### src/rtl/strided_dma.sv
// Single-channel strided memory-to-memory copy engine: keeps up to FIFO_DEPTH
// reads in flight and streams buffered responses out as writes.
module strided_dma #(
    parameter int ADDR_W     = 32,
    parameter int DATA_W     = 32,
    parameter int LEN_W      = 16,
    parameter int FIFO_DEPTH = 4
) (
    input  logic              clk,
    input  logic              rst,
    input  logic              start,
    input  logic              abort,
    input  logic [ADDR_W-1:0] src_addr,
    input  logic [ADDR_W-1:0] dst_addr,
    input  logic [ADDR_W-1:0] src_stride,
    input  logic [ADDR_W-1:0] dst_stride,
    input  logic [LEN_W-1:0]  len,
    output logic              busy,
    output logic              done,
    output logic              aborted,
    output logic [LEN_W-1:0]  words_done,
    output logic              req_valid,
    output logic [ADDR_W-1:0] req_addr,
    input  logic              req_ready,
    input  logic              resp_valid,
    input  logic [DATA_W-1:0] resp_data,
    output logic              write_valid,
    output logic [ADDR_W-1:0] write_addr,
    output logic [DATA_W-1:0] write_data,
    input  logic              write_ready
);
    localparam int PTR_W   = $clog2(FIFO_DEPTH);
    localparam int CNT_W   = PTR_W + 1;
    localparam int SPACE_W = CNT_W + 1;

    typedef enum logic [1:0] {IDLE, RUN, DRAIN} state_t;

    state_t              state_q, state_d;
    logic                busy_q, busy_d, done_q, done_d, aborted_q, aborted_d;
    logic [LEN_W-1:0]    words_done_q, words_done_d, reads_issued_q, reads_issued_d;
    logic [LEN_W-1:0]    len_q, len_d;
    logic                req_valid_q, req_valid_d, write_valid_q, write_valid_d;
    logic [ADDR_W-1:0]   req_addr_q, req_addr_d, write_addr_q, write_addr_d;
    logic [ADDR_W-1:0]   src_stride_q, src_stride_d, dst_stride_q, dst_stride_d;
    logic [DATA_W-1:0]   write_data_q, write_data_d;
    logic [CNT_W-1:0]    outstanding_q, outstanding_d, fifo_count_q, fifo_count_d;
    logic [PTR_W-1:0]    rd_ptr_q, rd_ptr_d, wr_ptr_q, wr_ptr_d;
    logic [DATA_W-1:0]   fifo_mem_q [FIFO_DEPTH];

    logic                req_hs, wr_hs, resp_take, push, pop;
    logic [DATA_W-1:0]   head;
    logic [SPACE_W-1:0]  space_used;

    always_comb begin
        state_d        = state_q;
        busy_d         = busy_q;
        done_d         = done_q;
        aborted_d      = aborted_q;
        words_done_d   = words_done_q;
        reads_issued_d = reads_issued_q;
        len_d          = len_q;
        req_valid_d    = req_valid_q;
        req_addr_d     = req_addr_q;
        write_valid_d  = write_valid_q;
        write_addr_d   = write_addr_q;
        write_data_d   = write_data_q;
        src_stride_d   = src_stride_q;
        dst_stride_d   = dst_stride_q;

        req_hs    = req_valid_q & req_ready;
        wr_hs     = write_valid_q & write_ready;
        resp_take = resp_valid & (outstanding_q != '0);
        push      = resp_take & (state_q == RUN);
        pop       = wr_hs & (state_q == RUN);

        outstanding_d = outstanding_q + CNT_W'(req_hs) - CNT_W'(resp_take);
        fifo_count_d  = fifo_count_q + CNT_W'(push) - CNT_W'(pop);
        wr_ptr_d      = wr_ptr_q + PTR_W'(push);
        rd_ptr_d      = rd_ptr_q + PTR_W'(pop);

        if (req_hs) begin
            reads_issued_d = reads_issued_q + LEN_W'(1);
            req_addr_d     = req_addr_q + src_stride_q;
        end
        if (wr_hs) begin
            words_done_d = words_done_q + LEN_W'(1);
            write_addr_d = write_addr_q + dst_stride_q;
        end

        // A push landing in an empty (or just-emptied) FIFO becomes the head directly.
        head       = (push && (fifo_count_q == CNT_W'(pop))) ? resp_data : fifo_mem_q[rd_ptr_d];
        space_used = {1'b0, outstanding_d} + {1'b0, fifo_count_d};

        case (state_q)
            IDLE: begin
                if (start) begin
                    len_d          = len;
                    src_stride_d   = src_stride;
                    dst_stride_d   = dst_stride;
                    req_addr_d     = src_addr;
                    write_addr_d   = dst_addr;
                    reads_issued_d = '0;
                    words_done_d   = '0;
                    aborted_d      = 1'b0;
                    done_d         = (len == '0);
                    busy_d         = (len != '0);
                    req_valid_d    = (len != '0);
                    state_d        = (len != '0) ? RUN : IDLE;
                end
            end
            RUN: begin
                if (wr_hs && (words_done_d == len_q)) begin
                    state_d       = IDLE;
                    busy_d        = 1'b0;
                    done_d        = 1'b1;
                    req_valid_d   = 1'b0;
                    write_valid_d = 1'b0;
                end else if (abort) begin
                    state_d       = DRAIN;
                    fifo_count_d  = '0;
                    rd_ptr_d      = '0;
                    wr_ptr_d      = '0;
                    req_valid_d   = req_valid_q & ~req_ready;
                    write_valid_d = write_valid_q & ~write_ready;
                end else begin
                    write_valid_d = (fifo_count_d != '0);
                    write_data_d  = head;
                    // Only present a read whose response already has a FIFO slot reserved.
                    if (!req_valid_q || req_hs) begin
                        req_valid_d = (reads_issued_d < len_q) &&
                                      (space_used < SPACE_W'(FIFO_DEPTH));
                    end
                end
            end
            DRAIN: begin
                req_valid_d   = req_valid_q & ~req_ready;
                write_valid_d = write_valid_q & ~write_ready;
                if (!req_valid_q && !write_valid_q && (outstanding_q == '0)) begin
                    state_d   = IDLE;
                    busy_d    = 1'b0;
                    done_d    = 1'b1;
                    aborted_d = 1'b1;
                end
            end
            default: state_d = IDLE;
        endcase
    end

    always_ff @(posedge clk) begin
        if (rst) begin
            state_q        <= IDLE;
            busy_q         <= 1'b0;
            done_q         <= 1'b0;
            aborted_q      <= 1'b0;
            words_done_q   <= '0;
            reads_issued_q <= '0;
            len_q          <= '0;
            req_valid_q    <= 1'b0;
            req_addr_q     <= '0;
            write_valid_q  <= 1'b0;
            write_addr_q   <= '0;
            write_data_q   <= '0;
            src_stride_q   <= '0;
            dst_stride_q   <= '0;
            outstanding_q  <= '0;
            fifo_count_q   <= '0;
            rd_ptr_q       <= '0;
            wr_ptr_q       <= '0;
        end else begin
            state_q        <= state_d;
            busy_q         <= busy_d;
            done_q         <= done_d;
            aborted_q      <= aborted_d;
            words_done_q   <= words_done_d;
            reads_issued_q <= reads_issued_d;
            len_q          <= len_d;
            req_valid_q    <= req_valid_d;
            req_addr_q     <= req_addr_d;
            write_valid_q  <= write_valid_d;
            write_addr_q   <= write_addr_d;
            write_data_q   <= write_data_d;
            src_stride_q   <= src_stride_d;
            dst_stride_q   <= dst_stride_d;
            outstanding_q  <= outstanding_d;
            fifo_count_q   <= fifo_count_d;
            rd_ptr_q       <= rd_ptr_d;
            wr_ptr_q       <= wr_ptr_d;
        end
    end

    always_ff @(posedge clk) begin
        if (push) begin
            fifo_mem_q[wr_ptr_q] <= resp_data;
        end
    end

    assign busy        = busy_q;
    assign done        = done_q;
    assign aborted     = aborted_q;
    assign words_done  = words_done_q;
    assign req_valid   = req_valid_q;
    assign req_addr    = req_addr_q;
    assign write_valid = write_valid_q;
    assign write_addr  = write_addr_q;
    assign write_data  = write_data_q;
endmodule

### config.mk
export PLATFORM = sky130hd
export DESIGN_NAME = strided_dma
export DESIGN_NICKNAME = d
export VERILOG_FILES = /design/src/rtl/strided_dma.sv
export SDC_FILE = /design/constraint.sdc
export NUM_CORES = 1
export LEC_CHECK = 0
export CORE_UTILIZATION = 43
export DETAILED_ROUTE_END_ITERATION = 8
export HOLD_SLACK_MARGIN = 0.12
export PLACE_DENSITY = 0.7
export REMOVE_ABC_BUFFERS = 1
export SKIP_LAST_GASP = 1
export SLEW_MARGIN = 20
export SYNTH_ARGS = -nofsm -noshare
export SYNTH_HDL_FRONTEND = slang
export SYNTH_SLANG_ARGS = --single-unit
### constraint.sdc
create_clock -name clk -period 4 [get_ports clk]
set_clock_uncertainty 0.05 [all_clocks]
set_input_delay 0.6 -clock clk [delete_from_list [all_inputs] [get_ports clk]]
set_output_delay 0.6 -clock clk [all_outputs]
set_load 0.05 [all_outputs]
==> run metrics <==
status=finished, final reports clean; Max Slew Vio Count=0; Comb pwr share=25.9%; top post-synthesis cells by area=dfxtp_1, edfxtp_1, ha_1, nand2_1, a21oi_1; WP buf/inv=2; post-cts resize count=0; Synth top area share=25.41%; first drt pass iteration count=5; hold-fix buffers at CTS=0; Crit path max-delay family=adder cells; Clk pin slew, worst setup/hold paths=0.05 ns; final worst path period need=3.596 ns; top_reg_cell synth=dfxtp_1; Antenna Nets Post-Route=0; vias post-DR=14420; number of max-cap violations=0; RSZ-0062 raised after global routing=no; largest net degree at the start of global routing=86; share of layout cells above drive strength 1=7.030%; CP Capture Type=flop; Post-CTS Setup Bufs=0; P_sw=3.232 mW; critical path type=flop to flop; power density over cell area=456.9 nW/um2; Finished Core Util=55.33%; routed len/inst=17.83 um; Hold/Removal Path Class=flop to flop; CTS sink cnt=353; grt total ovfl=0; Layout Nets=2343; htree depth=2; via-per-instance ratio=5.485; Post-Route WL=46.87 mm; synthesized instance count=1797; register share of total power=40.6%; Die X-Extent=205.1 um; max incr delay on CP=0.40 ns; ys async rst share=0%; final setup fails=0; Synth Cell Area=17730 um2; crit path DAT=4.00 ns; fmax=278.1 MHz; worst-path cell chain=or3_1 -> and2_1 -> ha_1 -> inv_1 -> ha_1 -> inv_1 -> fa_1 -> xnor2_1 -> xnor2_1 -> ha_1 -> nor4_1 -> nand3b_1 -> a31oi_1 -> a22o_1 -> o211ai_1 -> a311oi_1; Clock power frac=33.5%; CTS buffer count=39; Area Overhead vs Synth=27.13%; ratio of final minimum period to clock period=89.90%; Leak=8.543 nW; critical path launch point type=flop; cell taking the most area after synthesis=dfxtp_1; final instance area=22540 um2; antenna violations before repair=9; net switching fraction of the power=31.39%; row count=74; Slowest cell on crit path=fa_1; vias in the first global route=14270; wire length of the first global-routing pass=73.75 mm; Yosys reg bits=353; post-synth cell types=81; Ports=300; drt initial violations=781; dpl cells=2556; total negative slack=0 ns; die area=42050 um2; CTS tree=built; most used cell, CP=ha_1; syn_area_per_cell=9.866 um2; worst-case vdd ir drop=245.4 uV; initial core utilization=43.52%; core area=40740 um2; r2r setup slk=0.40 ns; Final Hold Viols=0; Slew headroom=47.77%; dpl hpwl=32.30 mm; required time worst endpoint=4.40 ns; Pint=7.066 mW; GRT Total Usage=22.14%; non-filler instance count after layout=2629; Max clock buf depth=3; Post-synth EDFFs=128; placed cell area=21300 um2; CP Max Fanout=3; Die Height=205.1 um; clk root buf=clkbuf_16; measured slew at the worst slew-check pin=0.7834 ns; drt drc=0; Syn. warnings=0; RePlAce Congestion=0.8795; port bufs=299; clock latency at the later pin of the worst-skew pair=0.55 ns; register area share after synthesis=47.09%
==> worst register-to-register path, stage by stage, from the launching register on <==
cell	delay, ns
dfxtp_1	0.34
or3_1	0.39
and2_1	0.20
ha_1	0.27
inv_1	0.06
ha_1	0.13
inv_1	0.05
fa_1	0.40
xnor2_1	0.15
xnor2_1	0.22
ha_1	0.27
nor4_1	0.22
nand3b_1	0.10
a31oi_1	0.16
a22o_1	0.15
o211ai_1	0.08
a311oi_1	0.28
==> logic make-up (layout without fill, tap and decap cells) <==
kind of cell | after synthesis | count (layout) | synth area share, %
simple gates | 617 | 617 | 15.61
compound gates | 417 | 417 | 15.77
fa+ha+maj | 95 | 95 | 6.874
buf+inv | 149 | 443 | 3.380
other cells | 0 | 6 | 0
flops | 353 | 353 | 47.09
mux | 72 | 72 | 6.330
xor+xnor | 94 | 94 | 4.954
==> power groups by stage <==
| stage | Clock, mW | Combinational [mW] | Sequential, mW |
|---|---|---|---|
| finish | 3.45 | 2.67 | 4.18 |
| floorplan | 0 | 1.30 | 4.68 |
| global route | 3.66 | 2.91 | 4.21 |
| CTS | 3.54 | 2.68 | 4.18 |
| detailed placement | 0 | 2.66 | 4.25 |
| global placement | 0 | 2.61 | 4.25 |
==> stage by stage <==
step	power, mW	setup WS, ns	hold WS, ns
after floorplan	5.981	-1.644	0.3803
after CTS	10.39	0.3065	0.4049
after global placement	6.858	0.05528	0.3946
final	10.30	0.4040	0.4039
after detailed placement	6.916	-0.03232	0.3972
after global routing	10.78	0.09265	0.4229
==> layer usage <==
layer	part of all wire [%]	track usage, %
met1	44	28.30
met2	46	36.32
met3	7.0	5.457
met4	2.4	7.672
met5	0.12	0
==> final timing paths <==
path                    startpoint        end  depth (start not counted)
setup / recovery  outstanding_q[1]  req_valid                         16
hold / removal            len_q[4]   len_q[4]                          2
setup reg to reg  outstanding_q[1]  req_valid                         16
hold reg to reg           len_q[4]   len_q[4]                          2
==> cell usage in the layout, fill, tap and decap left out, types with 8 or more instances in the layout <==
master,synthesis,final
xor2_1,30,29
buf_4,1,25
o21a_1,17,17
nand2b_1,9,9
o21ai_0,40,40
and3_1,10,10
mux2i_1,39,39
edfxtp_1,128,128
inv_1,47,47
a21o_1,24,24
a31oi_1,9,9
clkbuf_16,0,40
xnor2_1,60,60
nand2_1,282,281
a211oi_1,63,63
dfxtp_1,225,225
clkdlybuf4s50_1,0,298
mux4_2,32,32
a311oi_1,32,32
nor2b_1,29,29
nand4_1,16,16
clkbuf_1,80,12
o211ai_1,11,11
ha_1,91,90
nor4_1,8,8
nor2_1,151,150
and2_1,12,11
nor3_1,34,33
a21oi_1,154,154
nand3_1,24,23
==> cell usage after synthesis (10+ instances only) <==
cell / n
nor2_1: 151
mux2i_1: 39
nand2_1: 282
o21ai_0: 40
buf_2: 10
o211ai_1: 11
and3_1: 10
inv_1: 47
a21o_1: 24
o21a_1: 17
ha_1: 91
a21oi_1: 154
nand3_1: 24
a211oi_1: 63
dfxtp_1: 225
clkbuf_1: 80
xor2_1: 30
xnor2_1: 60
and2_1: 12
edfxtp_1: 128
mux4_2: 32
nand4_1: 16
a311oi_1: 32
nor2b_1: 29
nor3_1: 34
==> cell type report <==
cell class | count | area, um2
Tap cell | 532 | 665.6
Clock inverter | 12 | 127.6
Clock buffer | 55 | 1087
Inverter | 47 | 176.4
Sequential cell | 353 | 8348
Multi-Input combinational cell | 1295 | 8838
Fill cell | 3559 | 18200
Timing Repair Buffer | 329 | 3282
Antenna cell | 6 | 15.01
==> sequential cells by signal (all words and copies together), names as in the netlist <==
signal	count
wr_ptr_q	2
reads_issued_q	16
outstanding_q	3
aborted	1
state_q	2
write_addr	32
len_q	16
words_done	16
done	1
busy	1
src_stride_q	32
write_valid	1
fifo_mem_q	128
req_valid	1
write_data	32
fifo_count_q	3
rd_ptr_q	2
dst_stride_q	32
req_addr	32
Note: power is estimated with default switching activity, not from simulation.
